[config.mk]
export PLATFORM = sky130hd
export DESIGN_NAME = muldiv_unit
export DESIGN_NICKNAME = d
export VERILOG_FILES = /design/src/rtl/muldiv_pkg.sv /design/src/rtl/flopenr.sv /design/src/rtl/md_step.sv /design/src/rtl/muldiv_unit.sv
export SDC_FILE = /design/constraint.sdc
export NUM_CORES = 1
export LEC_CHECK = 0
export BUFFER_PORTS_ARGS = -buffer_cell sky130_fd_sc_hd__buf_2
export CAP_MARGIN = 20
export CELL_PAD_IN_SITES_DETAIL_PLACEMENT = 0
export CELL_PAD_IN_SITES_GLOBAL_PLACEMENT = 2
export CORE_MARGIN = 1
export CORE_UTILIZATION = 38
export CTS_BUF_LIST = sky130_fd_sc_hd__clkbuf_4 sky130_fd_sc_hd__clkbuf_8 sky130_fd_sc_hd__clkbuf_16
export DETAILED_ROUTE_END_ITERATION = 16
export PLACE_DENSITY = 0.91
export SKIP_CTS_REPAIR_TIMING = 1
export SYNTH_ARGS = -nofsm -noshare
export SYNTH_HDL_FRONTEND = slang
export SYNTH_SLANG_ARGS = --single-unit
[constraint.sdc]
create_clock -name clk -period 7.5 [get_ports clk]
set_input_delay 0.75 -clock clk [delete_from_list [all_inputs] [get_ports clk]]
set_output_delay 0.75 -clock clk [all_outputs]
set_load 0.02 [all_outputs]
[src/rtl/muldiv_pkg.sv]
// Shared types for the Execute-stage multiply/divide unit.
// Latency: n/a (types and constants only).
// Backpressure: n/a.
//
// Contents: md_op_t (decoder E-stage field), md_state_t (unit FSM), MD_WIDTH.
package muldiv_pkg;

  localparam int MD_WIDTH = 32;

  // Encoding is shared with the main decoder's E-stage field; do not reorder.
  typedef enum logic [1:0] {
    MD_MULT  = 2'd0,
    MD_MULTU = 2'd1,
    MD_DIV   = 2'd2,
    MD_DIVU  = 2'd3
  } md_op_t;

  typedef enum logic [1:0] {
    MD_IDLE = 2'd0,
    MD_RUN  = 2'd1,
    MD_FIX  = 2'd2
  } md_state_t;

endpackage

[src/rtl/flopenr.sv]
// Enabled register with synchronous active-high reset.
// Latency: 1 cycle from d/en to q.
// Backpressure: none; en is the only qualifier.
//
// Ports: clk, reset, en, d[WIDTH] -> q[WIDTH].
module flopenr #(
  parameter int WIDTH = 8
) (
  input  logic             clk,
  input  logic             reset,
  input  logic             en,
  input  logic [WIDTH-1:0] d,
  output logic [WIDTH-1:0] q
);

  always_ff @(posedge clk) begin
    if (reset)   q <= '0;
    else if (en) q <= d;
  end

endmodule

[src/rtl/md_step.sv]
// One radix-2 iteration of the multiply/divide datapath (combinational).
// Latency: 0 cycles.
// Backpressure: none; the caller decides when to register the outputs.
//
// Ports: op_i selects shift-add multiply or restoring divide; acc_i/acc_o is the
// WIDTH+1-bit accumulator, a_i/a_o the shifting operand (multiplier bits out /
// quotient bits in), b_i the fixed multiplicand or divisor magnitude.
module md_step
  import muldiv_pkg::*;
#(
  parameter int WIDTH = MD_WIDTH
) (
  input  md_op_t           op_i,
  input  logic [WIDTH:0]   acc_i,
  input  logic [WIDTH-1:0] a_i,
  input  logic [WIDTH-1:0] b_i,
  output logic [WIDTH:0]   acc_o,
  output logic [WIDTH-1:0] a_o
);

  logic             is_div;
  logic [WIDTH:0]   sum;
  logic [WIDTH:0]   shl;
  logic [WIDTH+1:0] diff;

  assign is_div = (op_i == MD_DIV) || (op_i == MD_DIVU);

  always_comb begin
    sum   = {1'b0, acc_i[WIDTH-1:0]} + {1'b0, b_i};
    // Partial remainder shifted left with the next dividend bit brought in.
    shl   = {acc_i[WIDTH-1:0], a_i[WIDTH-1]};
    // Extra top bit acts as the borrow flag of the trial subtraction.
    diff  = {1'b0, shl} - {2'b00, b_i};
    acc_o = acc_i;
    a_o   = a_i;
    if (is_div) begin
      if (!diff[WIDTH+1]) begin
        acc_o = diff[WIDTH:0];
        a_o   = {a_i[WIDTH-2:0], 1'b1};
      end else begin
        acc_o = shl;
        a_o   = {a_i[WIDTH-2:0], 1'b0};
      end
    end else begin
      // {acc, a} >> 1 after optionally adding the multiplicand into the top half;
      // the bit shifted out of acc becomes the next finished product bit.
      if (a_i[0]) begin
        acc_o = {1'b0, sum[WIDTH:1]};
        a_o   = {sum[0], a_i[WIDTH-1:1]};
      end else begin
        acc_o = acc_i >> 1;
        a_o   = {acc_i[0], a_i[WIDTH-1:1]};
      end
    end
  end

endmodule

[src/rtl/muldiv_unit.sv]
// Iterative mult/multu/div/divu unit with architectural HI/LO and mthi/mtlo.
// Latency: start at cycle 0, busy cycles 1..WIDTH+1, HI/LO and done at WIDTH+2.
// Backpressure: busy tells the hazard unit to stall; starts while busy are dropped.
//
// Ports: clk, reset (sync, high); startE/opE/srcaE/srcbE launch an op; cancelE aborts
// it; wrhiW/wrloW/wdW are mthi/mtlo; outputs hi, lo, busy, done, divzero.
module muldiv_unit
  import muldiv_pkg::*;
#(
  parameter int WIDTH = MD_WIDTH
) (
  input  logic             clk,
  input  logic             reset,
  input  logic             startE,
  input  md_op_t           opE,
  input  logic [WIDTH-1:0] srcaE,
  input  logic [WIDTH-1:0] srcbE,
  input  logic             cancelE,
  input  logic             wrhiW,
  input  logic             wrloW,
  input  logic [WIDTH-1:0] wdW,
  output logic [WIDTH-1:0] hi,
  output logic [WIDTH-1:0] lo,
  output logic             busy,
  output logic             done,
  output logic             divzero
);

  localparam int CW = $clog2(WIDTH);

  md_state_t        state_q;
  md_op_t           op_q;
  logic [CW-1:0]    cnt_q;
  logic [WIDTH:0]   acc_q;
  logic [WIDTH-1:0] a_q;
  logic [WIDTH-1:0] b_q;
  logic             res_neg_q;
  logic             rem_neg_q;
  logic             divzero_q;
  logic             done_q;

  logic [WIDTH:0]     acc_d;
  logic [WIDTH-1:0]   a_d;
  logic               e_signed, e_div, a_neg, b_neg;
  logic [WIDTH-1:0]   a_mag, b_mag;
  logic               start_acc, fix_wr, idle, q_div;
  logic [2*WIDTH-1:0] prod, prod_fix;
  logic [WIDTH-1:0]   quot_fix, rem_fix;
  logic [WIDTH-1:0]   hi_d, lo_d;
  logic               hi_en, lo_en;

  md_step #(.WIDTH(WIDTH)) u_step (
    .op_i  (op_q),
    .acc_i (acc_q),
    .a_i   (a_q),
    .b_i   (b_q),
    .acc_o (acc_d),
    .a_o   (a_d)
  );

  assign idle      = (state_q == MD_IDLE);
  assign busy      = !idle;
  assign done      = done_q;
  assign divzero   = divzero_q;
  assign start_acc = idle && startE && !cancelE;
  assign fix_wr    = (state_q == MD_FIX) && !cancelE;

  // Operand magnitudes and signs for the op being launched.
  assign e_signed = (opE == MD_MULT) || (opE == MD_DIV);
  assign e_div    = (opE == MD_DIV) || (opE == MD_DIVU);
  assign a_neg    = e_signed && srcaE[WIDTH-1];
  assign b_neg    = e_signed && srcbE[WIDTH-1];
  assign a_mag    = a_neg ? (WIDTH'(0) - srcaE) : srcaE;
  assign b_mag    = b_neg ? (WIDTH'(0) - srcbE) : srcbE;

  // Sign correction applied while in FIX.
  assign q_div    = (op_q == MD_DIV) || (op_q == MD_DIVU);
  assign prod     = {acc_q[WIDTH-1:0], a_q};
  assign prod_fix = res_neg_q ? ((2*WIDTH)'(0) - prod) : prod;
  // A zero divisor yields an all-ones quotient regardless of signs. The remainder
  // path already reproduces the raw dividend, since it ends up as the signed |a|.
  assign quot_fix = divzero_q ? '1 : (res_neg_q ? (WIDTH'(0) - a_q) : a_q);
  assign rem_fix  = rem_neg_q ? (WIDTH'(0) - acc_q[WIDTH-1:0]) : acc_q[WIDTH-1:0];

  // A start accepted in the same cycle wins over mthi/mtlo.
  assign hi_en = fix_wr || (idle && wrhiW && !start_acc);
  assign lo_en = fix_wr || (idle && wrloW && !start_acc);
  assign hi_d  = fix_wr ? (q_div ? rem_fix  : prod_fix[2*WIDTH-1:WIDTH]) : wdW;
  assign lo_d  = fix_wr ? (q_div ? quot_fix : prod_fix[WIDTH-1:0])       : wdW;

  flopenr #(.WIDTH(WIDTH)) u_hi (.clk(clk), .reset(reset), .en(hi_en), .d(hi_d), .q(hi));
  flopenr #(.WIDTH(WIDTH)) u_lo (.clk(clk), .reset(reset), .en(lo_en), .d(lo_d), .q(lo));

  always_ff @(posedge clk) begin
    if (reset) begin
      state_q   <= MD_IDLE;
      op_q      <= MD_MULT;
      cnt_q     <= '0;
      acc_q     <= '0;
      a_q       <= '0;
      b_q       <= '0;
      res_neg_q <= 1'b0;
      rem_neg_q <= 1'b0;
      divzero_q <= 1'b0;
      done_q    <= 1'b0;
    end else begin
      done_q <= 1'b0;
      case (state_q)
        MD_IDLE: begin
          if (start_acc) begin
            op_q      <= opE;
            a_q       <= a_mag;
            b_q       <= b_mag;
            res_neg_q <= a_neg ^ b_neg;
            rem_neg_q <= a_neg;
            acc_q     <= '0;
            cnt_q     <= '0;
            divzero_q <= e_div && (srcbE == '0);
            state_q   <= MD_RUN;
          end
        end
        MD_RUN: begin
          if (cancelE) begin
            state_q <= MD_IDLE;
          end else begin
            acc_q <= acc_d;
            a_q   <= a_d;
            cnt_q <= cnt_q + CW'(1);
            if (cnt_q == CW'(WIDTH - 1)) state_q <= MD_FIX;
          end
        end
        MD_FIX: begin
          state_q <= MD_IDLE;
          done_q  <= !cancelE;
        end
        default: state_q <= MD_IDLE;
      endcase
    end
  end

endmodule

---- Word level (Yosys, flattened, before mapping) ----
Cells that the tools add are included.
W data, S select, Z words.
operators by class
  $add $sub $neg .......................... 8
  multiply operators ...................... 0
  divide/modulo/power cells ............... 0
  $lt $le $gt $ge ......................... 0
  equal/unequal tests ..................... 10
  shift-type cells ........................ 0
  mux-type cells .......................... 29
  bitwise logic cells ..................... 2
  reductions and logical operators ........ 26
operators with widths
  cell                     number
  $mux W32                 14
  $mux W33                 4
  $sub A1 B32 Y32 const A  4
  $pmux W33 S2             1
  $mux W64                 1
  $pmux W32 S2             1
  $sub A1 B64 Y64 const A  1
  $sub A33 B32 Y34         1
  $add A32 B32 Y33         1
  $logic_not A32 Y1        1
  $eq A2 B2 Y1 const B     5
  $logic_and A1 B1 Y1      10
  $mux W5                  2
  $pmux W5 S2              1
  $mux W2                  3
  $add A5 B1 Y5 const B    1
  $eq A5 B5 Y1 const B     1
  $logic_or A1 B1 Y1       5
  $logic_not A2 Y1         2
  $ne A2 B2 Y1 const B     2
  $pmux W2 S2              1
  $reduce_and A2 Y1        2
  $logic_not A1 Y1         3
  $ne A3 B3 Y1 const B     1
  7 further kinds          7
storage, ports and cells
  flip-flop bits (word level) ............. 174
  bits in latches ......................... 0
  memory bits (writable) .................. 0
  ROM bits ................................ 0
  input port bits ......................... 104
  output and inout port bits .............. 67
  word-level logic and storage cells ...... 87
  memories kept ........................... 0

---- Depth between registers and ports, before layout ----
  depth after elaboration ................. 6
  mapped depth ............................ 15
  gate-level depth less buffers ........... 14

---- By module ----
Synthesis repeated with hierarchy kept, for this count alone.
second synthesis, totals
  cells, all modules ...................... 2020
  area, all modules ....................... 15338.5 sq um
by module, submodules not included
  module       instances  cells an instance  area an instance (sq um)  seq. area each (sq um)
  muldiv_unit  1          1100               8099.0                    2202.1
  md_step      1          714                4912.2                    0.0
  flopenr      2          103                1163.6                    640.6

---- Least setup slack after synthesis ----
OpenSTA, ideal clock, no wires.
  path type ............................... reg2reg
  start ................................... register a_q[31]
  end ..................................... register acc_q[32]
  setup time .............................. 0.127 ns
  arrival ................................. 3.007 ns
  data required time ...................... 7.373 ns
  slack ................................... 4.366 ns
  cell stages (with the launch flop) ...... 16
  path buffers ............................ 1
  period minus slack after synthesis ...... 3.134 ns
  cells stage by stage .................... dfxtp_1 clkbuf_1 inv_1 ha_1 inv_1 fa_1 a211oi_1 o211ai_1 a41oi_1 a2111oi_2 a221oi_1 o31ai_1 a21o_1 a21oi_1 mux2i_1 o21ai_0
on the way
  cells in the longest elaborated chain, start to end .. 5
RTL lines
  item                      RTL line            RTL
  start: declaration        muldiv_unit.sv:35   logic [WIDTH-1:0] a_q;
  start signal: assignment  muldiv_unit.sv:112  a_q <= a_mag;
  $sub A33 B32 Y34          md_step.sv:33       diff = {1'b0, shl} - {2'b00, b_i};
  $mux W33                  md_step.sv:37       if (!diff[WIDTH+1]) begin
  $mux W33                  md_step.sv:36       if (is_div) begin
  $mux W33                  muldiv_unit.sv:123  if (cancelE) begin
  $pmux W33 S2              muldiv_unit.sv:108  case (state_q)
  end signal: assignment    muldiv_unit.sv:99   acc_q <= '0;
  end signal: assignment    muldiv_unit.sv:116  acc_q <= '0;
  end signal: assignment    muldiv_unit.sv:126  acc_q <= acc_d;
  end: declaration          muldiv_unit.sv:34   logic [WIDTH:0] acc_q;
Every way passes these cells. The select of a mux whose other input is x is not followed.
A chain may end at the register's enable or synchronous reset.

---- Final worst setup path ----
  start ................................... register acc_q[19]
  end ..................................... register acc_q[23]
on the way
  cells in the longest elaborated chain, start to end .. 5
  elaborated cells on any way between the ends .. 7
  those cells by class .................... 2 x add/sub; 5 x mux
RTL lines
  item                                                  RTL line
  $sub A33 B32 Y34 or $add A32 B32 Y33 (tied branches)  md_step.sv:33, md_step.sv:29
  $mux W33 or $mux W32 (tied branches)                  md_step.sv:37, md_step.sv:47
  $mux W33 (*)                                          md_step.sv:36
  $mux W33 (*)                                          muldiv_unit.sv:123
  $pmux W33 S2 (*)                                      muldiv_unit.sv:108
Mark *: on every way between the ends. The rest lies on a longest branch, timed or not. The select of a mux whose other input is x is not followed.

==> results.sh <==
export IMPL_post_route_min_period_ps=3849
export IMPL_gr_usage_met1=0.3747
export IMPL_antenna_found_initial=1
export IMPL_grt_busiest_layer="met1"
export IMPL_final_fill_count=3680
export IMPL_grt_max_degree=74
export IMPL_grt_setup_unrepaired="false"
export IMPL_synthesis_instances=1819
export IMPL_regArea_sq_um=3465
export IMPL_capturing_element_type_of_the_critical_path="flip-flop"
export IMPL_nets=2078
export IMPL_peakVddDrop_mv=0.1790
export IMPL_holdPathStages=2
export IMPL_initial_core_util=0.3898
export IMPL_antenna_cells=0
export IMPL_layout_drive_gt1_share=0.1358
export IMPL_power_switching_fraction=0.3493
export IMPL_synth_cell_types=78
export IMPL_setup_viol=0
export IMPL_drtAntennaViolNets=0
export IMPL_syn2layout_area_growth_pct=12.35
export IMPL_cap_viol_max_count=0
export IMPL_cts_tree="yes"
export IMPL_worstPathMaxFanout=50
export IMPL_die_h_um=193.7
export IMPL_global_route_usage_total=0.2545
export IMPL_run_status="completed"
export IMPL_maximum_achievable_frequency_mhz=259.8
export IMPL_placeable_area_sq_um=35830
export IMPL_globalRouteMet2Util=0.3665
export IMPL_rr_worst_depth=12
export IMPL_mostFrequentLayoutCell="nor2_1"
export IMPL_critical_path_required_ps=7850
export IMPL_cts_root_to_sink_buffers=2
export IMPL_io_pin_count=171
export IMPL_worstSkewPairLatency_ps=460
export IMPL_cell_internal_pwr_uw=1662
export IMPL_async_flop_share=0
export IMPL_synth_yosys_warnings=0
export IMPL_port_buffers=170
export IMPL_detail_route_wirelength_mm=49.41
export IMPL_synth_seq_area_share=0.2480
export IMPL_hold_path_class="flip-flop to flip-flop"
export IMPL_path_clk_slew_ps=80
export IMPL_slew_limit_headroom=0.3863
export IMPL_grt_pass1_vias=12860
export IMPL_post_dp_hpwl_mm=36.61
export IMPL_totalPowerFinal_uw=2554
export IMPL_grt_pass1_wl_mm=75.29
export IMPL_detail_route_drc_violations=0
export IMPL_place_congestion=0.9094
export IMPL_switchingPower_uw=892.1
export IMPL_vias=14020
export IMPL_grt_util_met3=0.05027
export IMPL_worstMarginPinSlew_ps=914.5
export IMPL_share_clk_of_total_power=0.341
export IMPL_worst_endpoint_arrival_ps=4200
export IMPL_synth_edff_count=0
export IMPL_cts_inserted_buffers=17
export IMPL_syn_num_nets=1995
export IMPL_grt_remaining_overflow=0
export IMPL_cellLeakagePower_uw=0.006653
export IMPL_detail_route_vias_per_cell=5.900
export IMPL_post_dp_cell_area_sq_um=15080
export IMPL_ys_flop_type="dfxtp_1"
export IMPL_placementRows=69
export IMPL_hold_viol=0
export IMPL_combinationalPowerShare=0.252
export IMPL_syn_mean_instance_area_sq_um=7.678
export IMPL_drt_pre_antenna_iters=5
export IMPL_layout_cells_most_common_list="182 x nor2_1, 179 x a21oi_1, 172 x dfxtp_1, 169 x buf_2, 137 x nand2_1"
export IMPL_htree_num_levels=4
export IMPL_die_w_um=193.7
export IMPL_stdcell_area_sq_um=15690
export IMPL_drt_first_iter_violations=1235
export IMPL_routed_wirelength_normalized_by_instance_count_um=20.80
export IMPL_finalClockSkew_ps=16.22
export IMPL_synth_ff_latch_count=173
export IMPL_tritoncts_num_sinks=173
export IMPL_multiInputGateArea_sq_um=9792
export IMPL_power_density_nw_per_um2=162.8
export IMPL_power_share_sequential=0.406
export IMPL_final_max_slew_viol_count=0
export IMPL_timing_critical_path_from_type="flip-flop"
export IMPL_setup_tns_ps=0
export IMPL_synth_area_sq_um=13970
export IMPL_die_ar_sq_um=37520
export IMPL_setup_worst_path_class="flip-flop to flip-flop"
export IMPL_timing_final_crit_share=0.5132
export IMPL_cell_at_the_root_of_the_clock_tree="clkbuf_16"
## power groups by stage
stage / Sequential [uW] / Clock [uW] / Combinational, uW
after CTS: 1030 / 883 / 634
after floorplan: 1050 / 0 / 430
final: 1040 / 872 / 645
after global placement: 1050 / 0 / 629
after detailed placement: 1060 / 0 / 632
after global routing: 1040 / 922 / 701
## through the flow
step / instances / hold slack [ps] / setup slack, ps / util
CTS: 2373 / 451.8 / 3679 / 0.4362
finish: 2376 / 450.3 / 3651 / 0.4380
floorplan: 1819 / 425.7 / 4366 / -
global placement: 2341 / 436.5 / 3807 / 0.4210
global route: 2376 / 471.5 / 3445 / 0.4380
detailed placement: 2341 / 443.4 / 3713 / 0.4210
## path summary, 6_finish.rpt
path / from / end / slack (ps)
setup / recovery: acc_q[19] / acc_q[23] / 3650
setup reg to reg: acc_q[19] / acc_q[23] / 3650
hold reg to reg: u_lo.q[21] / u_lo.q[21] / 450
hold / removal: u_lo.q[21] / u_lo.q[21] / 450
## sequential cells by signal, indices dropped and copies added (netlist names)
name       cells
acc_q         33
res_neg_q      1
u_hi.q        32
u_lo.q        32
cnt_q          5
a_q           32
b_q           32
state_q        2
done           1
divzero        1
rem_neg_q      1
op_q           1
## final cells by class
cell class	instances	share of cell area
Multi-Input combinational cell	1451	0.6240
Sequential cell	173	0.2208
Timing Repair Buffer	193	0.06794
Tap cell	461	0.03676
Clock buffer	21	0.02942
Inverter	66	0.01579
Clock inverter	11	0.005263
## per-layer routing
metal	share of wire	routed length (um)
met1	0.49	24110
met2	0.41	20480
met3	0.072	3537
met4	0.026	1264
met5	0.00026	13
## worst max-delay path, stage by stage (launching register included)
cell	delay [ps]
dfxtp_1	580
ha_1	380
a211o_1	340
a21oi_1	170
o21ai_0	120
a31o_1	240
a21oi_2	230
o21ai_1	200
a31oi_4	260
buf_4	540
mux2_2	400
o21ai_0	160
a21oi_1	100
## Yosys cell counts (6+ instances only)
library cell | count | area [sq um]
nor2_1 | 184 | 690.7
a21oi_1 | 179 | 895.9
dfxtp_1 | 173 | 3463
nand2_1 | 138 | 518.0
a211oi_1 | 118 | 885.9
clkbuf_1 | 106 | 397.9
xnor2_1 | 95 | 832.1
o21ai_0 | 87 | 435.4
ha_1 | 70 | 875.8
xor2_1 | 67 | 586.8
inv_1 | 64 | 240.2
mux2i_1 | 59 | 590.6
a21o_1 | 39 | 292.8
nor3_1 | 34 | 170.2
o221ai_1 | 31 | 271.5
o31ai_1 | 27 | 202.7
or3_1 | 24 | 150.1
and2_1 | 23 | 143.9
o211ai_1 | 22 | 165.2
nand2b_1 | 19 | 118.9
nor2b_1 | 16 | 100.1
or4_1 | 14 | 105.1
a32o_1 | 13 | 130.1
buf_1 | 13 | 48.80
a31oi_1 | 12 | 75.07
and3_1 | 12 | 75.07
nand4_1 | 12 | 75.07
o21a_1 | 11 | 82.58
nor4_1 | 10 | 62.56
nand3_1 | 9 | 45.04
o21ai_1 | 9 | 45.04
a2111oi_0 | 8 | 70.07
o41ai_1 | 8 | 70.07
a311oi_1 | 7 | 61.31
buf_2 | 7 | 35.03
mux2_2 | 7 | 78.83
nand3b_1 | 7 | 52.55
a22o_1 | 6 | 52.55
a22oi_1 | 6 | 45.04
## cells by family after synthesis
kind of cell | Yosys count | share of synthesized area
AOI/OAI and AO/OA | 626 | 0.3005
xor gates and xnor gates | 162 | 0.1016
adders and majority gates | 72 | 0.06558
buffers and inverters | 195 | 0.05411
DFF | 173 | 0.2480
muxes | 66 | 0.04793
and+or+nand+nor | 525 | 0.1823
(Power assumes the default switching activity.)
